File: config.mk
export PLATFORM = sky130hd
export DESIGN_NAME = controller_packet_rx
export DESIGN_NICKNAME = d
export VERILOG_FILES = /design/src/rtl/controller_packet_rx.sv
export SDC_FILE = /design/constraint.sdc
export NUM_CORES = 1
export LEC_CHECK = 0
export BUFFER_PORTS_ARGS = -buffer_cell sky130_fd_sc_hd__buf_2
export CELL_PAD_IN_SITES_DETAIL_PLACEMENT = 1
export CELL_PAD_IN_SITES_GLOBAL_PLACEMENT = 2
export CORE_MARGIN = 8
export CORE_UTILIZATION = 31
export DETAILED_ROUTE_END_ITERATION = 10
export PLACE_DENSITY = 0.74
export SYNTH_ARGS = -nofsm -noshare
export SYNTH_HDL_FRONTEND = slang
export SYNTH_SLANG_ARGS = --single-unit
File: constraint.sdc
create_clock -name clk -period 1.93 [get_ports clk]
set_input_delay 0.386 -clock clk [delete_from_list [all_inputs] [get_ports clk]]
set_output_delay 0.386 -clock clk [all_outputs]
set_load 0.005 [all_outputs]
File: src/rtl/controller_packet_rx.sv
// Receive-side decoder for controller button reports carried in network_stack_rx frames.
// Validates the duplicated-byte button word, tracks frame statistics and a link-loss watchdog.
module controller_packet_rx #(
   parameter int PAYLOAD_IDX    = 12,
   parameter int MAX_WORDS      = 64,
   parameter int TIMEOUT_CYCLES = 5_000_000
) (
   input  logic        clk,
   input  logic        rst,
   input  logic        axiiv,
   input  logic [15:0] axiid,
   output logic [7:0]  buttons,
   output logic        buttons_valid,
   output logic        buttons_changed,
   output logic        timed_out,
   output logic [15:0] good_count,
   output logic [15:0] bad_count
);

   localparam int                IDX_W    = $clog2(MAX_WORDS + 2);
   localparam logic [IDX_W-1:0]  PAY_IDX  = IDX_W'(PAYLOAD_IDX);
   localparam logic [IDX_W-1:0]  MAX_IDX  = IDX_W'(MAX_WORDS);
   localparam logic [22:0]       WD_LIMIT = 23'(TIMEOUT_CYCLES);

   typedef enum logic [1:0] {SKIP, IDLE, RECV, OVERLONG} state_t;

   state_t             state_q, state_d;
   logic [IDX_W-1:0]   word_idx_q, word_idx_d;
   logic [15:0]        payload_q, payload_d;
   logic [7:0]         buttons_q, buttons_d;
   logic               valid_q, valid_d;
   logic               changed_q, changed_d;
   logic               timed_out_q, timed_out_d;
   logic [15:0]        good_q, good_d;
   logic [15:0]        bad_q, bad_d;
   logic [22:0]        wd_q, wd_d, wd_inc;
   logic               frame_good, frame_bad;

   function automatic logic [15:0] sat_inc(input logic [15:0] v);
      return (v == 16'hFFFF) ? v : v + 16'd1;
   endfunction

   always_comb begin
      state_d    = state_q;
      word_idx_d = word_idx_q;
      payload_d  = payload_q;
      frame_good = 1'b0;
      frame_bad  = 1'b0;
      case (state_q)
         // Wait out any frame already in flight when reset released.
         SKIP: begin
            if (!axiiv) state_d = IDLE;
         end
         IDLE: begin
            if (axiiv) begin
               state_d    = RECV;
               word_idx_d = IDX_W'(1);
               if (PAYLOAD_IDX == 0) payload_d = axiid;
            end
         end
         RECV: begin
            if (axiiv) begin
               if (word_idx_q == PAY_IDX) payload_d = axiid;
               word_idx_d = word_idx_q + 1'b1;
               if (word_idx_q == MAX_IDX) state_d = OVERLONG;
            end else begin
               state_d = IDLE;
               if (word_idx_q > PAY_IDX && payload_q[15:8] == payload_q[7:0])
                  frame_good = 1'b1;
               else
                  frame_bad = 1'b1;
            end
         end
         OVERLONG: begin
            if (!axiiv) begin
               state_d   = IDLE;
               frame_bad = 1'b1;
            end
         end
         default: state_d = SKIP;
      endcase
   end

   assign wd_inc = wd_q + 23'd1;

   // A good frame takes priority over a watchdog expiry in the same cycle.
   always_comb begin
      buttons_d   = buttons_q;
      valid_d     = 1'b0;
      changed_d   = 1'b0;
      timed_out_d = timed_out_q;
      wd_d        = wd_q;
      good_d      = good_q;
      bad_d       = bad_q;
      if (frame_good) begin
         buttons_d   = payload_q[7:0];
         valid_d     = 1'b1;
         changed_d   = (payload_q[7:0] != buttons_q);
         timed_out_d = 1'b0;
         wd_d        = 23'd0;
         good_d      = sat_inc(good_q);
      end else if (wd_q != WD_LIMIT) begin
         wd_d = wd_inc;
         if (wd_inc == WD_LIMIT) begin
            timed_out_d = 1'b1;
            buttons_d   = 8'd0;
            changed_d   = (buttons_q != 8'd0);
         end
      end
      if (frame_bad) bad_d = sat_inc(bad_q);
   end

   always_ff @(posedge clk) begin
      if (rst) begin
         state_q     <= SKIP;
         word_idx_q  <= '0;
         payload_q   <= 16'd0;
         buttons_q   <= 8'd0;
         valid_q     <= 1'b0;
         changed_q   <= 1'b0;
         timed_out_q <= 1'b0;
         good_q      <= 16'd0;
         bad_q       <= 16'd0;
         wd_q        <= 23'd0;
      end else begin
         state_q     <= state_d;
         word_idx_q  <= word_idx_d;
         payload_q   <= payload_d;
         buttons_q   <= buttons_d;
         valid_q     <= valid_d;
         changed_q   <= changed_d;
         timed_out_q <= timed_out_d;
         good_q      <= good_d;
         bad_q       <= bad_d;
         wd_q        <= wd_d;
      end
   end

   assign buttons         = buttons_q;
   assign buttons_valid   = valid_q;
   assign buttons_changed = changed_q;
   assign timed_out       = timed_out_q;
   assign good_count      = good_q;
   assign bad_count       = bad_q;

endmodule

==> flow_summary.yaml <==
pwr:
  comb_power_share: 0.118
  sw_frac_of_total: 0.239
  power_density_nw_per_um2: 621
  total_power_uw: 4190
  seqPwrFrac: 0.459
  ir_drop_mv: 0.398
  p_switching_uw: 1000
  clkPwrFrac: 0.423
  p_leak_uw: 0.00285
  internal_power_uw: 3190
clock_tree:
  cts_hold_buffers: 0
  clock_path_buffers: 2
  clock_latency_ps: 350
  clk_pin_slew_ps: 60
  clockRootBuffer: "clkbuf_16"
  clkSinkCount: 91
  cts_tree: "built"
  cts_inserted_buffers: 9
  cts-htree-levels: 3
critical_path:
  cp.required_ps: 2170
  r2r_slack_ps: -240
  cp-start-kind: "flip-flop"
  r2r_end: "bad_count[8]"
  crit_end: "bad_count[8]"
  critPathSlowestCell: "or4_4"
  cp-end-kind: "flip-flop"
  path_max_fanout: 5
  critPathLaunch: "word_idx_q[1]"
  cp.arrival_ps: 2410
  slowest_delay_ps: 510
  timing_worst_setup_path_type: "reg -> reg"
  reg2reg_from: "word_idx_q[1]"
  path_cells: "inv_2, ha_4, nand3b_1, a311oi_2, a31o_1, a21o_4, or4_4, mux2_4"
  reg2reg_depth: 8
timing:
  period_minus_slack_ps: 2170
  clock_skew_ps: 4.95
  final_hold_viol_count: 0
  slew_headroom: 0.482
  rsz0062_at_grt: "true"
  min_period_over_period: 1.12
  setup_violations: 45
  tns_ps: -3290
  tightest_slew_ps: 775
  max_freq_mhz: 461
  fin_ws_ps: -240
  slew_violations: 0
synthesis:
  synth_top_area_share: 0.400
  async_reset_ff_frac: 0
  yosys_most_used_dff: "dfxtp_1"
  synth-compound-area-share: 0.111
  synthesis.nets: 587
  synth_area_leaders: "dfxtp_1 (40%), nand2_1 (6.5%), nor2_1 (5.6%)"
  ys.warnings.count: 0
  synth_xor_area_frac: 0.0847
  synth_top_family_by_area: "simple AND/OR/NAND/NOR gates"
  synthMuxAreaShare: 0.0366
  synth-edff-count: 0
  postSynthCellCount: 559
  syn_avg_cell_area_um2: 8.14
  synth-adder-area-share: 0.0247
  yosysUniqueCellTypes: 53
  ys_ff_latch: 91
  synth-simple-area-share: 0.309
  yosys.area.top_type: "dfxtp_1"
  syn_area_um2: 4550
  ys_seq_area_frac: 0.400
drt:
  drt-pass1-iter-count: 4
  wl_per_cell_um: 15.9
  drc: 0
  vias: 4600
  drt-total-wl_um: 14500
  via_per_inst: 5.04
  drt_iter0_markers: 147
  ant_nets: 0
layout:
  fin_area_um2: 6740
  fin_util: 0.468
  syn2layout_area_growth_pct: 48.2
  antenna-diode-count: 0
  finalNetCount: 751
  layout-drive-gt1-share: 0.404
floorplanning:
  num_rows: 44
  initial_core_util: 0.315
  die_x_um: 137
  die_height_um: 137
  io_pins: 62
  core-area_um2: 14400
  die-area_um2: 18800
status:
  status: "complete, but fails checks"
  violations: "setup timing"
worst_hold_path:
  holdCritPathClass: "in -> reg"
placement:
  dp_hpwl_um: 10600
  place_congestion: 0.807
  dpl-instance-area_um2: 5850
  portBuffers: 61
global_route:
  grt_start_max_net_pins: 17
  grt_pass1_wl_um: 23600
  grt_antenna_before_repair: 0
  grt_remaining_overflow: 0
  grt_pass1_vias: 4902
  track_usage: 0.156
run:
  max-cap-violations: 0
## through the flow
step	hold slack (ps)	worst slack [ps]	cells
global route	269	-300	912
finish	270	-240	912
CTS	259	-203	903
floorplan	448	-98.3	559
global placement	449	-169	882
detailed placement	461	-212	882
## critical path, delay by kind of cell (launching register included)
family | cells | cell delay [ps]
AOI/OAI and AO/OA | 3 | 620
DFF | 1 | 330
muxes | 1 | 300
buffers and inverters | 1 | 70
and+or+nand+nor | 2 | 620
adders and majority gates | 1 | 120
## worst min-delay path by stage
stage	to	slack (ps)	from	depth (start not counted)
floorplan	payload_q[15]	450	payload_q[15]	2
global placement	timed_out	450	timed_out	1
detailed placement	payload_q[11]	460	payload_q[11]	2
CTS	payload_q[7]	260	axiid[7]	3
global route	payload_q[7]	270	axiid[7]	3
finish	payload_q[7]	270	axiid[7]	3
## per-layer routing
layer / track usage / vias to the layer above / share of wire / wire length, um
met5: 0 / - / 0 / 0
met4: 0.0579 / 0 / 0.015 / 217
met3: 0.0294 / 13 / 0.024 / 343
met2: 0.265 / 43 / 0.50 / 7300
met1: 0.191 / 2259 / 0.46 / 6690
li1: - / 2285 / - / -
## power by group through the flow
stage | registers [uW] | logic (uW) | clock network, uW
after detailed placement | 1960 | 387 | 0
after floorplan | 1970 | 187 | 0
after CTS | 1920 | 456 | 1820
after global routing | 1930 | 542 | 1880
after global placement | 1960 | 368 | 0
final | 1920 | 493 | 1770
## cells by family after synthesis
logic type / after synthesis
simple gates: 280
flops: 91
compound gates: 81
xor+xnor: 44
buf+inv: 39
mux: 15
fa+ha+maj: 9
## layout make-up
| type | count | area [um^2] |
|---|---|---|
| Multi-Input combinational cell | 429 | 3030 |
| Tap cell | 184 | 230 |
| Clock inverter | 2 | 35.0 |
| Inverter | 14 | 52.6 |
| Fill cell | 1718 | 7680 |
| Sequential cell | 91 | 1840 |
| Clock buffer | 14 | 254 |
| Timing Repair Buffer | 178 | 1300 |
## layout by cell type (no fill, tap or decap), types with 5 or more instances in the layout
cell	n
buf_4	100
dfxtp_1	80
nand2_1	69
nor2_1	63
buf_2	61
a21oi_1	28
xor2_1	22
xnor2_1	21
nand4_1	19
nand3_1	18
nor2b_1	14
inv_1	12
buf_6	12
and3_1	11
dfxtp_2	11
clkbuf_16	10
nand2b_1	9
mux2_2	8
nand2_2	7
and4_1	7
a21oi_2	7
nor4_4	6
o21ai_2	6
nor4_1	6
ha_1	6
nor3_2	5
or4_4	5
mux2_4	5
## synth_stat cells, types with 2 or more instances
cell type,number
a21oi_1,35
a22oi_1,3
a311oi_1,2
a31o_2,3
a31oi_1,3
and3_1,14
and4_1,8
buf_2,5
clkbuf_1,19
dfxtp_1,91
ha_1,9
inv_1,14
mux2_2,12
mux2i_1,2
nand2_1,79
nand2b_1,10
nand3_1,20
nand4_1,19
nor2_1,68
nor2b_1,15
nor3_1,12
nor4_1,14
o21a_1,2
o21ai_0,14
o31ai_1,5
o41ai_1,2
or3_1,4
or4_1,8
xnor2_1,21
xor2_1,23
## registers in the layout, indices dropped and copies added, names as in the netlist
name	cells
wd_q	23
good_count	16
state_q	2
buttons	8
payload_q	16
word_idx_q	7
buttons_valid	1
timed_out	1
buttons_changed	1
bad_count	16
## what timing repair did
action                     4_1_cts  5_1_grt
setup endpoints to repair       50       77
setup buffers                    3        9
gates resized for setup         39       83
gates cloned                     2        1
pin swaps                       19       34
Note: power is estimated with default switching activity, not from simulation.
